## src/rtl/cpu_pkg.sv

```systemverilog
// Shared CPU definitions: register-address width, ALU operation encodings and
// the packed pipeline control bundle with its all-zero bubble value.
package cpu_pkg;

   localparam int unsigned REG_ADDR_W = 5;

   typedef enum logic [2:0] {
      ALU_ADD = 3'd0,
      ALU_SUB = 3'd1,
      ALU_AND = 3'd2,
      ALU_OR  = 3'd3,
      ALU_XOR = 3'd4,
      ALU_SLT = 3'd5,
      ALU_NOR = 3'd6,
      ALU_LUI = 3'd7
   } alu_op_e;

   typedef struct packed {
      logic       reg_write;
      logic       mem_read;
      logic       mem_write;
      logic       mem_to_reg;
      logic       alu_src;
      logic [2:0] alu_op;
   } ctrl_t;

   localparam ctrl_t CTRL_NOP = '0;

endpackage

```

## src/rtl/load_use_detect.sv

```systemverilog
// Load-use hazard detector: flags an ID instruction that reads the destination
// of a load currently sitting in EX. Purely combinational.
module load_use_detect
   import cpu_pkg::*;
(
   input  logic                  valid_id_i,
   input  logic                  valid_ex_i,
   input  logic                  memread_ex_i,
   input  logic [REG_ADDR_W-1:0] rd_ex_i,
   input  logic [REG_ADDR_W-1:0] rs_i,
   input  logic [REG_ADDR_W-1:0] rt_i,
   input  logic                  uses_rt_i,
   output logic                  hz_o
);

   logic rs_match;
   logic rt_match;

   always_comb begin
      rs_match = (rd_ex_i == rs_i);
      rt_match = uses_rt_i & (rd_ex_i == rt_i);
      // R0 is hardwired zero, so a load targeting it never produces a dependency
      hz_o     = valid_id_i & valid_ex_i & memread_ex_i & (rd_ex_i != '0)
                 & (rs_match | rt_match);
   end

endmodule

```

## src/rtl/id_ex_stage.sv

```systemverilog
// ID/EX pipeline register with flush squash and load-use bubble insertion.
// Hazard detection, stall_o and the stall counter exist only with IDEX_HAZARD_EN.
module id_ex_stage
   import cpu_pkg::*;
#(
   parameter int unsigned DATA_W = 32,
   parameter int unsigned CNT_W  = 16
) (
   input  logic              clk_i,
   input  logic              rst_n_i,
   input  logic              valid_i,
   input  logic              flush_i,
   input  logic [4:0]        RSaddr_i,
   input  logic [4:0]        RTaddr_i,
   input  logic              uses_rt_i,
   input  logic [DATA_W-1:0] RSdata_i,
   input  logic [DATA_W-1:0] RTdata_i,
   input  logic [DATA_W-1:0] imm_i,
   input  logic [4:0]        RDaddr_i,
   input  logic              RegWrite_i,
   input  logic              MemRead_i,
   input  logic              MemWrite_i,
   input  logic              MemtoReg_i,
   input  logic              ALUSrc_i,
   input  logic [2:0]        ALUOp_i,
   output logic              valid_o,
   output logic [4:0]        RSaddr_o,
   output logic [4:0]        RTaddr_o,
   output logic [DATA_W-1:0] RSdata_o,
   output logic [DATA_W-1:0] RTdata_o,
   output logic [DATA_W-1:0] imm_o,
   output logic [4:0]        RDaddr_o,
   output logic              RegWrite_o,
   output logic              MemRead_o,
   output logic              MemWrite_o,
   output logic              MemtoReg_o,
   output logic              ALUSrc_o,
   output logic [2:0]        ALUOp_o,
   output logic              stall_o,
   output logic [CNT_W-1:0]  stall_cnt_o
);

   logic              hz;
   logic              valid_q, valid_d;
   ctrl_t             ctrl_q, ctrl_d, ctrl_in;
   logic [4:0]        rs_addr_q, rt_addr_q, rd_addr_q;
   logic [DATA_W-1:0] rs_data_q, rt_data_q, imm_q;

`ifdef IDEX_HAZARD_EN
   logic [CNT_W-1:0]  cnt_q, cnt_d;

   load_use_detect u_load_use_detect (
      .valid_id_i   (valid_i),
      .valid_ex_i   (valid_q),
      .memread_ex_i (ctrl_q.mem_read),
      .rd_ex_i      (rd_addr_q),
      .rs_i         (RSaddr_i),
      .rt_i         (RTaddr_i),
      .uses_rt_i    (uses_rt_i),
      .hz_o         (hz)
   );

   always_comb begin
      cnt_d = cnt_q;
      if (hz && !flush_i && !(&cnt_q))
         cnt_d = cnt_q + 1'b1;
   end

   always_ff @(posedge clk_i or negedge rst_n_i) begin
      if (!rst_n_i) cnt_q <= '0;
      else          cnt_q <= cnt_d;
   end

   assign stall_cnt_o = cnt_q;
`else
   logic unused_uses_rt;

   assign hz             = 1'b0;
   assign unused_uses_rt = uses_rt_i;
   assign stall_cnt_o    = '0;
`endif

   assign stall_o = hz & ~flush_i;

   always_comb begin
      ctrl_in.reg_write  = RegWrite_i;
      ctrl_in.mem_read   = MemRead_i;
      ctrl_in.mem_write  = MemWrite_i;
      ctrl_in.mem_to_reg = MemtoReg_i;
      ctrl_in.alu_src    = ALUSrc_i;
      ctrl_in.alu_op     = ALUOp_i;

      valid_d = 1'b0;
      ctrl_d  = CTRL_NOP;
      // Flush and load-use both yield a bubble; only the accepted path carries control
      if (!flush_i && !hz) begin
         valid_d = valid_i;
         ctrl_d  = valid_i ? ctrl_in : CTRL_NOP;
      end
   end

   always_ff @(posedge clk_i or negedge rst_n_i) begin
      if (!rst_n_i) begin
         valid_q   <= 1'b0;
         ctrl_q    <= CTRL_NOP;
         rs_addr_q <= '0;
         rt_addr_q <= '0;
         rd_addr_q <= '0;
         rs_data_q <= '0;
         rt_data_q <= '0;
         imm_q     <= '0;
      end else begin
         valid_q   <= valid_d;
         ctrl_q    <= ctrl_d;
         rs_addr_q <= RSaddr_i;
         rt_addr_q <= RTaddr_i;
         rd_addr_q <= RDaddr_i;
         rs_data_q <= RSdata_i;
         rt_data_q <= RTdata_i;
         imm_q     <= imm_i;
      end
   end

   assign valid_o    = valid_q;
   assign RSaddr_o   = rs_addr_q;
   assign RTaddr_o   = rt_addr_q;
   assign RDaddr_o   = rd_addr_q;
   assign RSdata_o   = rs_data_q;
   assign RTdata_o   = rt_data_q;
   assign imm_o      = imm_q;
   assign RegWrite_o = ctrl_q.reg_write;
   assign MemRead_o  = ctrl_q.mem_read;
   assign MemWrite_o = ctrl_q.mem_write;
   assign MemtoReg_o = ctrl_q.mem_to_reg;
   assign ALUSrc_o   = ctrl_q.alu_src;
   assign ALUOp_o    = ctrl_q.alu_op;

endmodule

```

## config.mk

```make
export PLATFORM = sky130hd
export DESIGN_NAME = id_ex_stage
export DESIGN_NICKNAME = d
export VERILOG_FILES = /design/src/rtl/cpu_pkg.sv /design/src/rtl/load_use_detect.sv /design/src/rtl/id_ex_stage.sv
export SDC_FILE = /design/constraint.sdc
export NUM_CORES = 1
export LEC_CHECK = 0
export BUFFER_PORTS_ARGS = -buffer_cell sky130_fd_sc_hd__buf_2
export CELL_PAD_IN_SITES_DETAIL_PLACEMENT = 1
export CELL_PAD_IN_SITES_GLOBAL_PLACEMENT = 2
export CORE_MARGIN = 2
export CORE_UTILIZATION = 26
export CTS_BUF_LIST = sky130_fd_sc_hd__clkbuf_2
export CTS_CLUSTER_DIAMETER = 30
export DETAILED_ROUTE_END_ITERATION = 16
export PLACE_DENSITY = 0.88
export SLEW_MARGIN = 10
export SYNTH_ARGS = -nofsm -noshare
export SYNTH_HDL_FRONTEND = slang
export SYNTH_SLANG_ARGS = --single-unit
```

## constraint.sdc

```tcl
create_clock -name clk_i -period 0.8 [get_ports clk_i]
set_input_delay 0.08 -clock clk_i [delete_from_list [all_inputs] [get_ports clk_i]]
set_output_delay 0.08 -clock clk_i [all_outputs]
set_load 0.05 [all_outputs]
```

==> results.ini, run 1 <==
[floorplanning]
start_util_pct=26.7
fp.dieW_um=115
ios=261
std_cell_rows=40
die_h_um=115

[status]
first-error=[ERROR RSZ-0060] Max buffer count reached.
status=did not finish
haltStage=clock tree synthesis

[logic_synthesis]
synth.distinct_cells=5
ys_warn_count=0
synth_top_cell_by_area=dfrtp_1
yosysSeqAreaShare_pct=93.5
synthTopCellsByArea=dfrtp_1 (94%), buf_4 (4.0%), and3b_1 (2.2%)
postSynthAreaPerCell_um2=21.8
yosys_register_bits=120
synth_cells=147
synth_top_area_share_pct=93.5
synth_area_um2=3210

[clocking]
cts_setup_buffers=0
numCtsBuffers=17
clock-sinks=120
ctsLongestPathBuffers=2
ctsResizeCount=240
root_buffer=clkbuf_2
h-tree-depth=4
postCtsHoldBufs=116

[placed_design]
port-buffer-count=242
place_area_um2=4600
dp_hpwl_mm=7.26
gp_congestion=0.670

==> synthesized netlist by cell type (all sizes together) <==
cell type	n
and3b	8
buf	17
dfrtp	120
conb	1
nor2b	1
==> through the flow <==
stage | std cells | hold slack [ns] | setup WS (ns)
2_1_floorplan | 163 | -0.216 | 0.134
3_3_place_gp | 540 | -0.0574 | 0.144
3_5_place_dp | 540 | -0.0605 | 0.128
==> cells by family after synthesis <==
logic type | Yosys count | share of synthesized area [%]
buffers and inverters | 17 | 3.97
DFF | 120 | 93.5
other | 1 | 0.117
and+or+nand+nor | 9 | 2.38
==> inputs of run 2 (changes only) <==
CELL_PAD_IN_SITES_DETAIL_PLACEMENT = default   (was 1)
CELL_PAD_IN_SITES_GLOBAL_PLACEMENT = default   (was 2)
CORE_UTILIZATION = 20   (was 26)
CTS_BUF_LIST = default   (was sky130_fd_sc_hd__clkbuf_2)
CTS_CLUSTER_DIAMETER = default   (was 30)
PLACE_DENSITY = default   (was 0.88)
PLACE_DENSITY_LB_ADDON = 0.15   (was default)
==> run 2 against run 1 <==
The flow now finishes, with violations (negative setup slack). Synthesized area is the same. Synthesized cell count is the same.
==> results.ini, run 2 <==
[status]
status=complete, but fails checks
violations=negative setup slack

[routing]
drc=0
highest_layer=met4
dr_wl_met3_um=826
vias=2615
wl_met1_mm=3.42
wl_mm=9.98
ant_nets=0
wl_met2_mm=5.58
routedWlPerCell_um=13.1
dr.first_iter.drc_count=52
first_pass_iters=3
via_per_inst=3.44

[floorplanning]
ios=261  ; unchanged
die-area_um2=17100
coreArea_um2=15800
die_h_um=131  ; +14%
std_cell_rows=46  ; +15%
fp.dieW_um=131  ; +14%
start_util_pct=20.4  ; -6.4 points

[power]
p_per_area_nw_per_um2=2310
p_total_uw=16700
ir_worst_vdd_mv=1.24
p_leak_uw=0.00354

[global_routing]
grt-ovfl-total=0
antenna_found_initial=0
grt_max_degree=50
grt_usage_pct=11.6
grt_pass1_wl_mm=14.5
grt_pass1_vias=2933

[timing]
max_freq_ghz=0.970
fin_ws_ns=-0.231
hold_viol_final=0
setup_violations=120
grt_setup_unrepaired=yes
timing.final.crit_share_pct=129
min_period_ns=1.03
hold_ws_ns=0.217
slew_viol_final=0

[logic_synthesis]
yosys_register_bits=120  ; unchanged
ys_warn_count=0  ; unchanged
synth_top_area_share_pct=93.5  ; unchanged
synth.distinct_cells=5  ; unchanged
synth-edff-count=0  ; unchanged
synth_cells=147  ; unchanged
postSynthAreaPerCell_um2=21.8  ; unchanged
async_reset_ff_share_pct=100  ; unchanged
synthFlopType=dfrtp_1
synth.most_common_cell=dfrtp_1
yosysSeqAreaShare_pct=93.5  ; unchanged
synth_commonest_cells=dfrtp_1 (120), buf_4 (17), and3b_1 (8)
synthTopCellsByArea=dfrtp_1 (94%), buf_4 (4.0%), and3b_1 (2.2%)
synth_area_um2=3210  ; unchanged
synth_top_cell_by_area=dfrtp_1

[setup_path]
critPathKind=reg2out
path_buf_inv=1
cp_cell_sequence=buf_6
endpoint_kind=output port
critPathTopFamily=flip-flops
critPathMaxStageDelay_ns=0.39
critical_path_arrival_ns=0.95
worstPathMaxFanout=1
cpMaxStageDelayCell=dfrtp_1
crit_path_start_kind=flip-flop
cp.required_ns=0.72

[placed_design]
dp_hpwl_mm=6.47  ; -11%
placed_cells=607  ; +12%
gp_congestion=0.670  ; +0.12%
place_area_um2=4670  ; +1.5%
port-buffer-count=242  ; unchanged

[clocking]
h-tree-depth=4  ; unchanged
cts_tree=built
cts_setup_buffers=0  ; unchanged
root_buffer=clkbuf_16
ctsLongestPathBuffers=2  ; unchanged
numCtsBuffers=17  ; unchanged
clk_pin_slew_ns=0.05
clock-sinks=120  ; unchanged

[cells_and_area]
layout_commonest_cell=dlygate4sd3_1
final_cell_mix=dlygate4sd3_1 (122), buf_2 (121), dfrtp_1 (120), buf_6 (120)
area_growth_pct=125
fillers=1444
drive_gt1_share_pct=50.3
insertedDiodeCount=0
final_cells=761
finalNetCount=656
final_area_um2=7210

[flow_run]
drv_cap=0

[hold_path]
hold_path.class=in2async

run 2: cell counts after synthesis:
No cell type changed its count.
run 2: area by class of cell:
class | count | area [um^2] | area share [%]
multi-input combinational | 26 | 140 | 1.94
clock buffer | 24 | 492 | 6.82
timing repair buffer | 367 | 3230 | 44.9
sequential | 120 | 3000 | 41.7
clock inverter | 8 | 70.1 | 0.972
tap | 216 | 270 | 3.75
run 2: cell families (layout without fill, tap and decap cells):
| family | count (synthesis) | count (layout) | synth area share [%] |
|---|---|---|---|
| DFF | 120 | 120 | 93.5 |
| buffers and inverters | 17 | 399 | 3.97 |
| and+or+nand+nor | 9 | 9 | 2.38 |
| other | 1 | 17 | 0.117 |
run 2: worst paths after layout:
path,from,end,cells past startpoint
max in group asynchronous,rst_n_i,RTdata_o[10]$_DFF_PN0_,3
setup / recovery,RTdata_o[28]$_DFF_PN0_,RTdata_o[28],1
min in group clk_i,RSdata_i[23],RSdata_o[23]$_DFF_PN0_,2
hold / removal,rst_n_i,imm_o[17]$_DFF_PN0_,3
run 2: through the flow:
step,TNS (ns),setup slack [ns],utilization (%)
floorplan,0,0.134,-
global placement,0,0.133,29.6
detailed placement,0,0.129,29.6
CTS,-28.41,-0.262,45.7
global route,-29.69,-0.269,45.7
finish,-24.87,-0.231,45.7
run 2: per-layer routing:
layer	GRT usage, %	vias up
met3	4.85	8
met5	0	-
met4	5.63	0
met1	11.1	1275
met2	21.3	130
li1	-	1202
run 2: where the power goes:
part | switching [uW] | internal [uW] | total (uW) | leakage [uW]
Sequential | 144 | 6380 | 6530 | 0.00141
Combinational | 1720 | 1210 | 2940 | 0.00185
Clock | 2630 | 4570 | 7210 | 0.000276
run 2: timing repair:
item                                   CTS  global route
setup endpoints to repair              120           120
resized for setup                      240             0
hold buffers                           122             0
gates cloned                             0             0
endpoints found under the hold margin  240             0
Power figures use the tool's default switching activity.
